[config.mk]
export PLATFORM = sky130hd
export DESIGN_NAME = tl45_wb_uart
export DESIGN_NICKNAME = d
export VERILOG_FILES = /design/src/rtl/tl45_wb_uart.sv
export SDC_FILE = /design/constraint.sdc
export NUM_CORES = 1
export LEC_CHECK = 0
export BUFFER_PORTS_ARGS = -buffer_cell sky130_fd_sc_hd__buf_4
export CAP_MARGIN = 25
export CORE_AREA = 4 4 122 153
export DETAILED_ROUTE_END_ITERATION = 8
export DIE_AREA = 0 0 126 157
export PLACE_DENSITY_LB_ADDON = 0.1
export SYNTH_ARGS = -nofsm -noshare
export SYNTH_HDL_FRONTEND = slang
export SYNTH_HIERARCHICAL = 1
export SYNTH_SLANG_ARGS = --single-unit
export TNS_END_PERCENT = 100
[constraint.sdc]
create_clock -name i_clk -period 8.5 [get_ports i_clk]
set_clock_uncertainty 0.1 [all_clocks]
set_input_delay 0.85 -clock i_clk [delete_from_list [all_inputs] [get_ports i_clk]]
set_output_delay 0.85 -clock i_clk [all_outputs]
set_load 0.01 [all_outputs]
[src/rtl/tl45_wb_uart.sv]
// Generic circular FIFO with pointers one bit wider than the index, full/empty by pointer compare.
// Latency: a pushed word is visible at pop_dat the cycle after the push; pop_dat is the head, read combinationally.
// Backpressure: the caller must not push when full unless it pops in the same cycle; the head is read before the write lands.
module tl45_wb_uart_fifo #(
    parameter int W  = 8,
    parameter int LG = 4
) (
    input  logic          clk,
    input  logic          rst_n,
    input  logic          push_vld,
    input  logic [W-1:0]  push_dat,
    input  logic          pop_rdy,
    output logic [W-1:0]  pop_dat,
    output logic          full,
    output logic          empty,
    output logic [LG:0]   count
);
    logic [W-1:0] mem [2**LG];
    logic [LG:0]  wr_ptr;
    logic [LG:0]  rd_ptr;

    always_ff @(posedge clk or negedge rst_n) begin
        if (!rst_n) begin
            wr_ptr <= '0;
            rd_ptr <= '0;
        end else begin
            if (push_vld) wr_ptr <= wr_ptr + (LG+1)'(1);
            if (pop_rdy)  rd_ptr <= rd_ptr + (LG+1)'(1);
        end
    end

    always_ff @(posedge clk) begin
        if (push_vld) mem[wr_ptr[LG-1:0]] <= push_dat;
    end

    assign pop_dat = mem[rd_ptr[LG-1:0]];
    assign count   = wr_ptr - rd_ptr;
    assign empty   = (wr_ptr == rd_ptr);
    assign full    = (wr_ptr[LG] != rd_ptr[LG]) && (wr_ptr[LG-1:0] == rd_ptr[LG-1:0]);
endmodule

// Wishbone-mapped 8N1 UART: TX FIFO + serializer, RX deserializer with one-byte holding register.
// Latency: ack and read data one cycle after each request; a byte pushed to an idle TX starts its start bit 2 cycles later.
// Backpressure: never stalls; TX writes to a full FIFO are dropped and flagged, unread RX bytes are overwritten and flagged.
module tl45_wb_uart #(
    parameter int CLKS_PER_BAUD = 434,
    parameter int TXFIFO_LG     = 4
) (
    input  logic        i_clk,
    input  logic        i_reset,
    input  logic        i_wb_cyc,
    input  logic        i_wb_stb,
    input  logic        i_wb_we,
    input  logic [1:0]  i_wb_addr,
    input  logic [31:0] i_wb_data,
    input  logic [3:0]  i_wb_sel,
    output logic        o_wb_ack,
    output logic        o_wb_stall,
    output logic [31:0] o_wb_data,
    input  logic        i_uart_rx,
    output logic        o_uart_tx
);
    localparam logic [15:0] BAUD_M1 = 16'(CLKS_PER_BAUD - 1);
    localparam logic [15:0] HALF_M1 = 16'(CLKS_PER_BAUD / 2 - 1);

    typedef enum logic [1:0] {ST_IDLE, ST_START, ST_DATA, ST_STOP} uart_state_t;

    typedef struct packed {
        logic framerr;
        logic rx_ovr;
        logic tx_drop;
        logic rx_vld;
        logic tx_full;
        logic tx_idle;
    } status_t;

    // Bus decode
    logic req, wr_en, rd_en, push_req, rx_rd, stat_wr;
    assign req      = i_wb_cyc & i_wb_stb;
    assign wr_en    = req & i_wb_we & i_wb_sel[0];
    assign rd_en    = req & ~i_wb_we;
    assign push_req = wr_en & (i_wb_addr == 2'd0);
    assign stat_wr  = wr_en & (i_wb_addr == 2'd2);
    assign rx_rd    = rd_en & (i_wb_addr == 2'd1);

    wire unused_bits = &{1'b0, i_wb_data[31:8], i_wb_sel[3:1]};

    // TX FIFO
    logic                 fifo_full, fifo_empty, tx_pop, fifo_push, drop;
    logic [7:0]           fifo_dat;
    logic [TXFIFO_LG:0]   fifo_cnt;

    assign fifo_push = push_req & (~fifo_full | tx_pop);
    assign drop      = push_req & fifo_full & ~tx_pop;

    tl45_wb_uart_fifo #(.W(8), .LG(TXFIFO_LG)) u_txq (
        .clk      (i_clk),
        .rst_n    (i_reset),
        .push_vld (fifo_push),
        .push_dat (i_wb_data[7:0]),
        .pop_rdy  (tx_pop),
        .pop_dat  (fifo_dat),
        .full     (fifo_full),
        .empty    (fifo_empty),
        .count    (fifo_cnt)
    );

    // TX serializer
    uart_state_t tx_state, tx_state_nxt;
    logic [15:0] tx_cnt, tx_cnt_nxt;
    logic [2:0]  tx_bit, tx_bit_nxt;
    logic [7:0]  tx_shift, tx_shift_nxt;
    logic        tx_line, tx_line_nxt;

    always_ff @(posedge i_clk or negedge i_reset) begin
        if (!i_reset) begin
            tx_state <= ST_IDLE;
            tx_cnt   <= '0;
            tx_bit   <= '0;
            tx_shift <= '0;
            tx_line  <= 1'b1;
        end else begin
            tx_state <= tx_state_nxt;
            tx_cnt   <= tx_cnt_nxt;
            tx_bit   <= tx_bit_nxt;
            tx_shift <= tx_shift_nxt;
            tx_line  <= tx_line_nxt;
        end
    end

    always_comb begin
        tx_state_nxt = tx_state;
        tx_cnt_nxt   = tx_cnt;
        tx_bit_nxt   = tx_bit;
        tx_shift_nxt = tx_shift;
        tx_line_nxt  = tx_line;
        tx_pop       = 1'b0;
        case (tx_state)
            ST_IDLE: begin
                if (!fifo_empty) begin
                    tx_pop       = 1'b1;
                    tx_state_nxt = ST_START;
                    tx_cnt_nxt   = BAUD_M1;
                    tx_shift_nxt = fifo_dat;
                    tx_line_nxt  = 1'b0;
                end
            end
            ST_START: begin
                if (tx_cnt == 16'd0) begin
                    tx_state_nxt = ST_DATA;
                    tx_cnt_nxt   = BAUD_M1;
                    tx_bit_nxt   = 3'd0;
                    tx_line_nxt  = tx_shift[0];
                end else begin
                    tx_cnt_nxt = tx_cnt - 16'd1;
                end
            end
            ST_DATA: begin
                if (tx_cnt == 16'd0) begin
                    tx_cnt_nxt = BAUD_M1;
                    if (tx_bit == 3'd7) begin
                        tx_state_nxt = ST_STOP;
                        tx_line_nxt  = 1'b1;
                    end else begin
                        tx_bit_nxt   = tx_bit + 3'd1;
                        tx_shift_nxt = {1'b0, tx_shift[7:1]};
                        tx_line_nxt  = tx_shift[1];
                    end
                end else begin
                    tx_cnt_nxt = tx_cnt - 16'd1;
                end
            end
            ST_STOP: begin
                if (tx_cnt == 16'd0) begin
                    // Chain straight into the next start bit so bursts have no idle gap
                    if (!fifo_empty) begin
                        tx_pop       = 1'b1;
                        tx_state_nxt = ST_START;
                        tx_cnt_nxt   = BAUD_M1;
                        tx_shift_nxt = fifo_dat;
                        tx_line_nxt  = 1'b0;
                    end else begin
                        tx_state_nxt = ST_IDLE;
                        tx_line_nxt  = 1'b1;
                    end
                end else begin
                    tx_cnt_nxt = tx_cnt - 16'd1;
                end
            end
        endcase
    end

    assign o_uart_tx = tx_line;

    // RX synchronizer and deserializer
    logic [1:0]  rx_sync;
    logic        rx_s;
    uart_state_t rx_state, rx_state_nxt;
    logic [15:0] rx_cnt, rx_cnt_nxt;
    logic [2:0]  rx_bit, rx_bit_nxt;
    logic [7:0]  rx_shift, rx_shift_nxt;
    logic        rx_done, rx_ferr;

    assign rx_s = rx_sync[1];

    always_ff @(posedge i_clk or negedge i_reset) begin
        if (!i_reset) begin
            rx_sync  <= 2'b11;
            rx_state <= ST_IDLE;
            rx_cnt   <= '0;
            rx_bit   <= '0;
            rx_shift <= '0;
        end else begin
            rx_sync  <= {rx_sync[0], i_uart_rx};
            rx_state <= rx_state_nxt;
            rx_cnt   <= rx_cnt_nxt;
            rx_bit   <= rx_bit_nxt;
            rx_shift <= rx_shift_nxt;
        end
    end

    always_comb begin
        rx_state_nxt = rx_state;
        rx_cnt_nxt   = rx_cnt;
        rx_bit_nxt   = rx_bit;
        rx_shift_nxt = rx_shift;
        rx_done      = 1'b0;
        rx_ferr      = 1'b0;
        case (rx_state)
            ST_IDLE: begin
                if (!rx_s) begin
                    rx_state_nxt = ST_START;
                    rx_cnt_nxt   = HALF_M1;
                end
            end
            ST_START: begin
                if (rx_cnt == 16'd0) begin
                    // Line back high at mid start bit: treat as noise
                    if (rx_s) begin
                        rx_state_nxt = ST_IDLE;
                    end else begin
                        rx_state_nxt = ST_DATA;
                        rx_cnt_nxt   = BAUD_M1;
                        rx_bit_nxt   = 3'd0;
                    end
                end else begin
                    rx_cnt_nxt = rx_cnt - 16'd1;
                end
            end
            ST_DATA: begin
                if (rx_cnt == 16'd0) begin
                    rx_shift_nxt = {rx_s, rx_shift[7:1]};
                    rx_cnt_nxt   = BAUD_M1;
                    if (rx_bit == 3'd7) rx_state_nxt = ST_STOP;
                    else                rx_bit_nxt   = rx_bit + 3'd1;
                end else begin
                    rx_cnt_nxt = rx_cnt - 16'd1;
                end
            end
            ST_STOP: begin
                if (rx_cnt == 16'd0) begin
                    rx_state_nxt = ST_IDLE;
                    rx_done      = rx_s;
                    rx_ferr      = ~rx_s;
                end else begin
                    rx_cnt_nxt = rx_cnt - 16'd1;
                end
            end
        endcase
    end

    // Holding register and sticky flags; a set in the same cycle as a clear wins
    logic [7:0] rx_byte;
    logic       rx_vld, rx_ovr, tx_drop, framerr;

    always_ff @(posedge i_clk or negedge i_reset) begin
        if (!i_reset) begin
            rx_byte <= '0;
            rx_vld  <= 1'b0;
            rx_ovr  <= 1'b0;
            tx_drop <= 1'b0;
            framerr <= 1'b0;
        end else begin
            if (rx_done) rx_byte <= rx_shift;
            rx_vld  <= rx_done | (rx_vld & ~rx_rd);
            rx_ovr  <= (rx_ovr  & ~(stat_wr & i_wb_data[4])) | (rx_done & rx_vld & ~rx_rd);
            tx_drop <= (tx_drop & ~(stat_wr & i_wb_data[3])) | drop;
            framerr <= (framerr & ~(stat_wr & i_wb_data[5])) | rx_ferr;
        end
    end

    // Read mux and bus response
    status_t     status;
    logic [31:0] rd_mux;

    always_comb begin
        status.framerr = framerr;
        status.rx_ovr  = rx_ovr;
        status.tx_drop = tx_drop;
        status.rx_vld  = rx_vld;
        status.tx_full = fifo_full;
        status.tx_idle = fifo_empty & (tx_state == ST_IDLE);
        rd_mux = '0;
        case (i_wb_addr)
            2'd1:    rd_mux = {23'd0, rx_vld, rx_byte};
            2'd2:    rd_mux = {26'd0, status};
            2'd3:    rd_mux = {{(31-TXFIFO_LG){1'b0}}, fifo_cnt};
            default: rd_mux = '0;
        endcase
    end

    always_ff @(posedge i_clk or negedge i_reset) begin
        if (!i_reset) begin
            o_wb_ack  <= 1'b0;
            o_wb_data <= '0;
        end else begin
            o_wb_ack  <= req;
            o_wb_data <= rd_en ? rd_mux : 32'd0;
        end
    end

    assign o_wb_stall = 1'b0;
endmodule

==> impl_results.md <==
- Slew Viols, Final: 0
- Overall routed net length: 20.60 mm
- Starting utilization of the core area: 0.5992
- RSZ-0062 raised after global routing: no
- Initial antenna violation count: 0
- IR Drop Worst-Case VDD: approximately 0.17 mV
- Post-synthesis cell type with the largest combined area: edfxtp_1
- Buf+Inv Stages, Crit Path: 2
- Clock tree from TritonCTS: built
- Commonest register cell after synthesis: edfxtp_1
- Cells resized by post-CTS repair: 0
- Detailed placer's ending HPWL: roughly 14 mm
- Area taken by multi-input logic gates: between 3000 and 4000 µm²
- Final setup violation count: 0
- Time the worst path needs with I/O delays and setup: roughly 4500 ps
- Total Die Area: 19780 µm²
- Ys Warns: 6
- Endpoint required time on the critical path: around 8600 ps
- Wirelength per Cell: 19.88 µm
- Vias in the first global route: 6567
- Final TNS setup: 0 ps
- Mean Syn Cell Area: between 10 and 15 µm²
- Post-synthesis sequential area ratio: 0.5958
- X dimension of the die: 126 µm
- Overall power of the completed layout: 2.254 mW
- Kind of end point of the critical path: register
- Cell mode on critical path: a21oi_1
- Most numerous cell types in the synthesized netlist: edfxtp_1, dfrtp_1, nand2_1, nor2_1, mux2_2
- Number of buffers added by the clock tree synthesis step: 22
- Power Density: between 150 and 200 nW/µm²
- LEAKAGE: roughly 4.5 nW
- Area inside the core boundary: around 17000 µm²
- Largest net degree at the start of global routing: 76
- Total routing resource utilization after global routing: 0.2095
- Number of buffers added to fix hold violations after cts: 0
- Filler Cells Inserted: 1289
- Area Growth Syn to Fin: 9.839%
- Most frequently used cell type in the post-synthesis netlist: edfxtp_1
- Antenna diodes: 0
- Hold_ws: around 130 ps
- DR iter-0 viols: around 510
- Congestion Overflow GR: 0
- Critical path start-end classification: register to register
- H-tree depth: 1
- Count of buffers inserted at the top-level ports: 27
- Synth Cell Area: 10360 µm²
- Number of hold violations in the final report: 0
- Upper clock frequency limit: roughly 0.22 GHz
- CP delay by family, top: simple AND/OR/NAND/NOR gates
- Fraction of post-synthesis cell area in the top cell type by area: 0.3709
- # IOs: 79
- First-pass GRT wire length: between 30 and 40 mm
- Vias per inst: approximately 6
- FF+latch count, synth: 221
- Remaining antenna violation count: 0
- Placed instance count: 994
- Max clock buf depth: 3
- Number of standard-cell rows in the floorplan: 54
- Pin slew with the least headroom to its limit: between 900 and 1000 ps
- Clk sinks: about 220
- Cell at the slowest stage of the critical path: nor3_1
- Sequential cell area: 6176 µm²
- Count of flip-flops with a built-in enable after synthesis: about 130
- Remaining max-slew budget at the tightest pin: 0.3440
- Post-synthesis async set-or-reset flop share: 0.4208
- Critical-path maximum fanout: 10
- Number of unique standard cell types used by synthesis: 74
- Cells taking the most area after synthesis: edfxtp_1, dfrtp_1, mux2_2
- Number of max-capacitance violations reported: 0
- Post-synthesis instance total: 770
- Fraction of the cycle the final worst path needs: 0.5255
- Via total after detailed routing: roughly 6200
- Maximum single-stage delay on the critical path: ~630 ps
- Buffers inserted by post-CTS timing repair: 0
- Min-Delay Path Class: input port to async pin
- Result of the run: completed
- Post-CTS clock slew at the launch and capture registers of the worst setup and hold paths: approximately 60 ps
- Total Nets Final: 868
- Chain of cells forming the critical path: inv_1, ha_1, or4b_4, nor4_4, and2_1, a21oi_1, a21oi_1, nand2_1, nor3_1, buf_2
- Worst setup SP type: register
- Skew-Pair Late Insertion Delay: around 500 ps
- Residual DRC: 0
- Non-filler cells, final: roughly 1000
- Arrival time reported for the critical path endpoint: between 4000 and 5000 ps
- Proportion of layout cells with a drive suffix above 1: 0.1835
- Count of TritonRoute iterations in the first routing pass: 7
- Die Y-Extent: approximately 160 µm
- RePlAce Congestion: ~0.85
- CTS Root Buffer Type: clkbuf_16
-- flip-flops by register name (all words and copies together), names as in the netlist, named ones only --
register	cells
framerr	1
o_uart_tx	1
o_wb_ack	1
o_wb_data	9
rx_bit	3
rx_byte	8
rx_cnt	16
rx_ovr	1
rx_shift	8
rx_state	1
rx_sync	2
rx_vld	1
tx_bit	3
tx_cnt	16
tx_drop	1
tx_shift	8
tx_state	2
u_txq/mem	128
u_txq/rd_ptr	5
u_txq/wr_ptr	5
-- worst register-to-register path, stage by stage, from the launching register on --
cell     delay [ps]
dfrtp_1         420
inv_1           100
ha_1            140
or4b_4          490
nor4_4          540
and2_1          430
a21oi_1         190
a21oi_1         570
nand2_1         290
nor3_1          630
buf_2           290
-- layout make-up --
type	count	share of cell area
Clock buffer	32	0.05705
Clock inverter	8	0.007914
Inverter	28	0.009233
Multi-Input combinational cell	486	0.3329
Sequential cell	221	0.5425
Tap cell	224	0.02462
Timing Repair Buffer	37	0.02572
-- layout by cell type (no fill, tap or decap), types with 16 or more instances in the layout --
master	netlist	final
o21ai_0	28	28
mux2i_1	27	27
mux2_2	38	38
dfrtp_1	90	89
clkbuf_16	0	23
a21oi_1	35	35
nor2_1	46	46
buf_4	24	34
nor3_1	16	16
ha_1	27	27
inv_1	28	28
conb_1	1	24
mux4_2	17	17
nand2_1	46	46
edfxtp_1	128	128
-- power breakdown --
group          switching (mW)  leakage [nW]  internal [mW]
Sequential             0.0129          2.37           1.15
Combinational          0.0723          1.81         0.0447
Clock                   0.387         0.370          0.590
Total                   0.472          4.54           1.78
-- final timing paths --
check / slack, ps / cells after the start / from / end
worst min register to register: 260 / 0 / rx_sync[0] / rx_sync[1]
worst max register to register: 4030 / 10 / tx_cnt[1] / u_txq/mem[3][2]
min in group i_clk: 260 / 0 / rx_sync[0] / rx_sync[1]
worst max-delay path: 4030 / 10 / tx_cnt[1] / u_txq/mem[3][2]
worst min-delay path: 130 / 1 / i_reset / tx_bit[1]
max in group asynchronous: 7350 / 3 / i_reset / rx_sync[1]
-- through the flow --
stage | setup slack (ps) | util | area (µm²)
floorplan | 4913 | - | 10450
global placement | 3938 | 0.6123 | 10590
detailed placement | 4067 | 0.6134 | 10610
CTS | 4045 | 0.6561 | 11350
global route | 3694 | 0.6581 | 11380
finish | 4034 | 0.6581 | 11380
-- logic make-up after synthesis --
| logic type | after synthesis | synth area share |
|---|---|---|
| multiplexers | 89 | 0.1221 |
| other | 1 | 0.0003618 |
| AO/OA/AOI/OAI | 147 | 0.09550 |
| adder cells (fa/ha/maj) | 28 | 0.03453 |
| XOR/XNOR | 16 | 0.01352 |
| flip-flops | 221 | 0.5958 |
| buffers and inverters | 86 | 0.04684 |
| AND/OR/NAND/NOR | 182 | 0.09139 |
-- layer usage --
metal / vias up / share of wire / track usage
li1: 2907 / - / -
met1: 3152 / 0.42 / 0.2654
met2: 114 / 0.53 / 0.3840
met3: 33 / 0.034 / 0.02682
met4: 0 / 0.020 / 0.05365
met5: - / 0 / 0
Power figures use the tool's default switching activity.
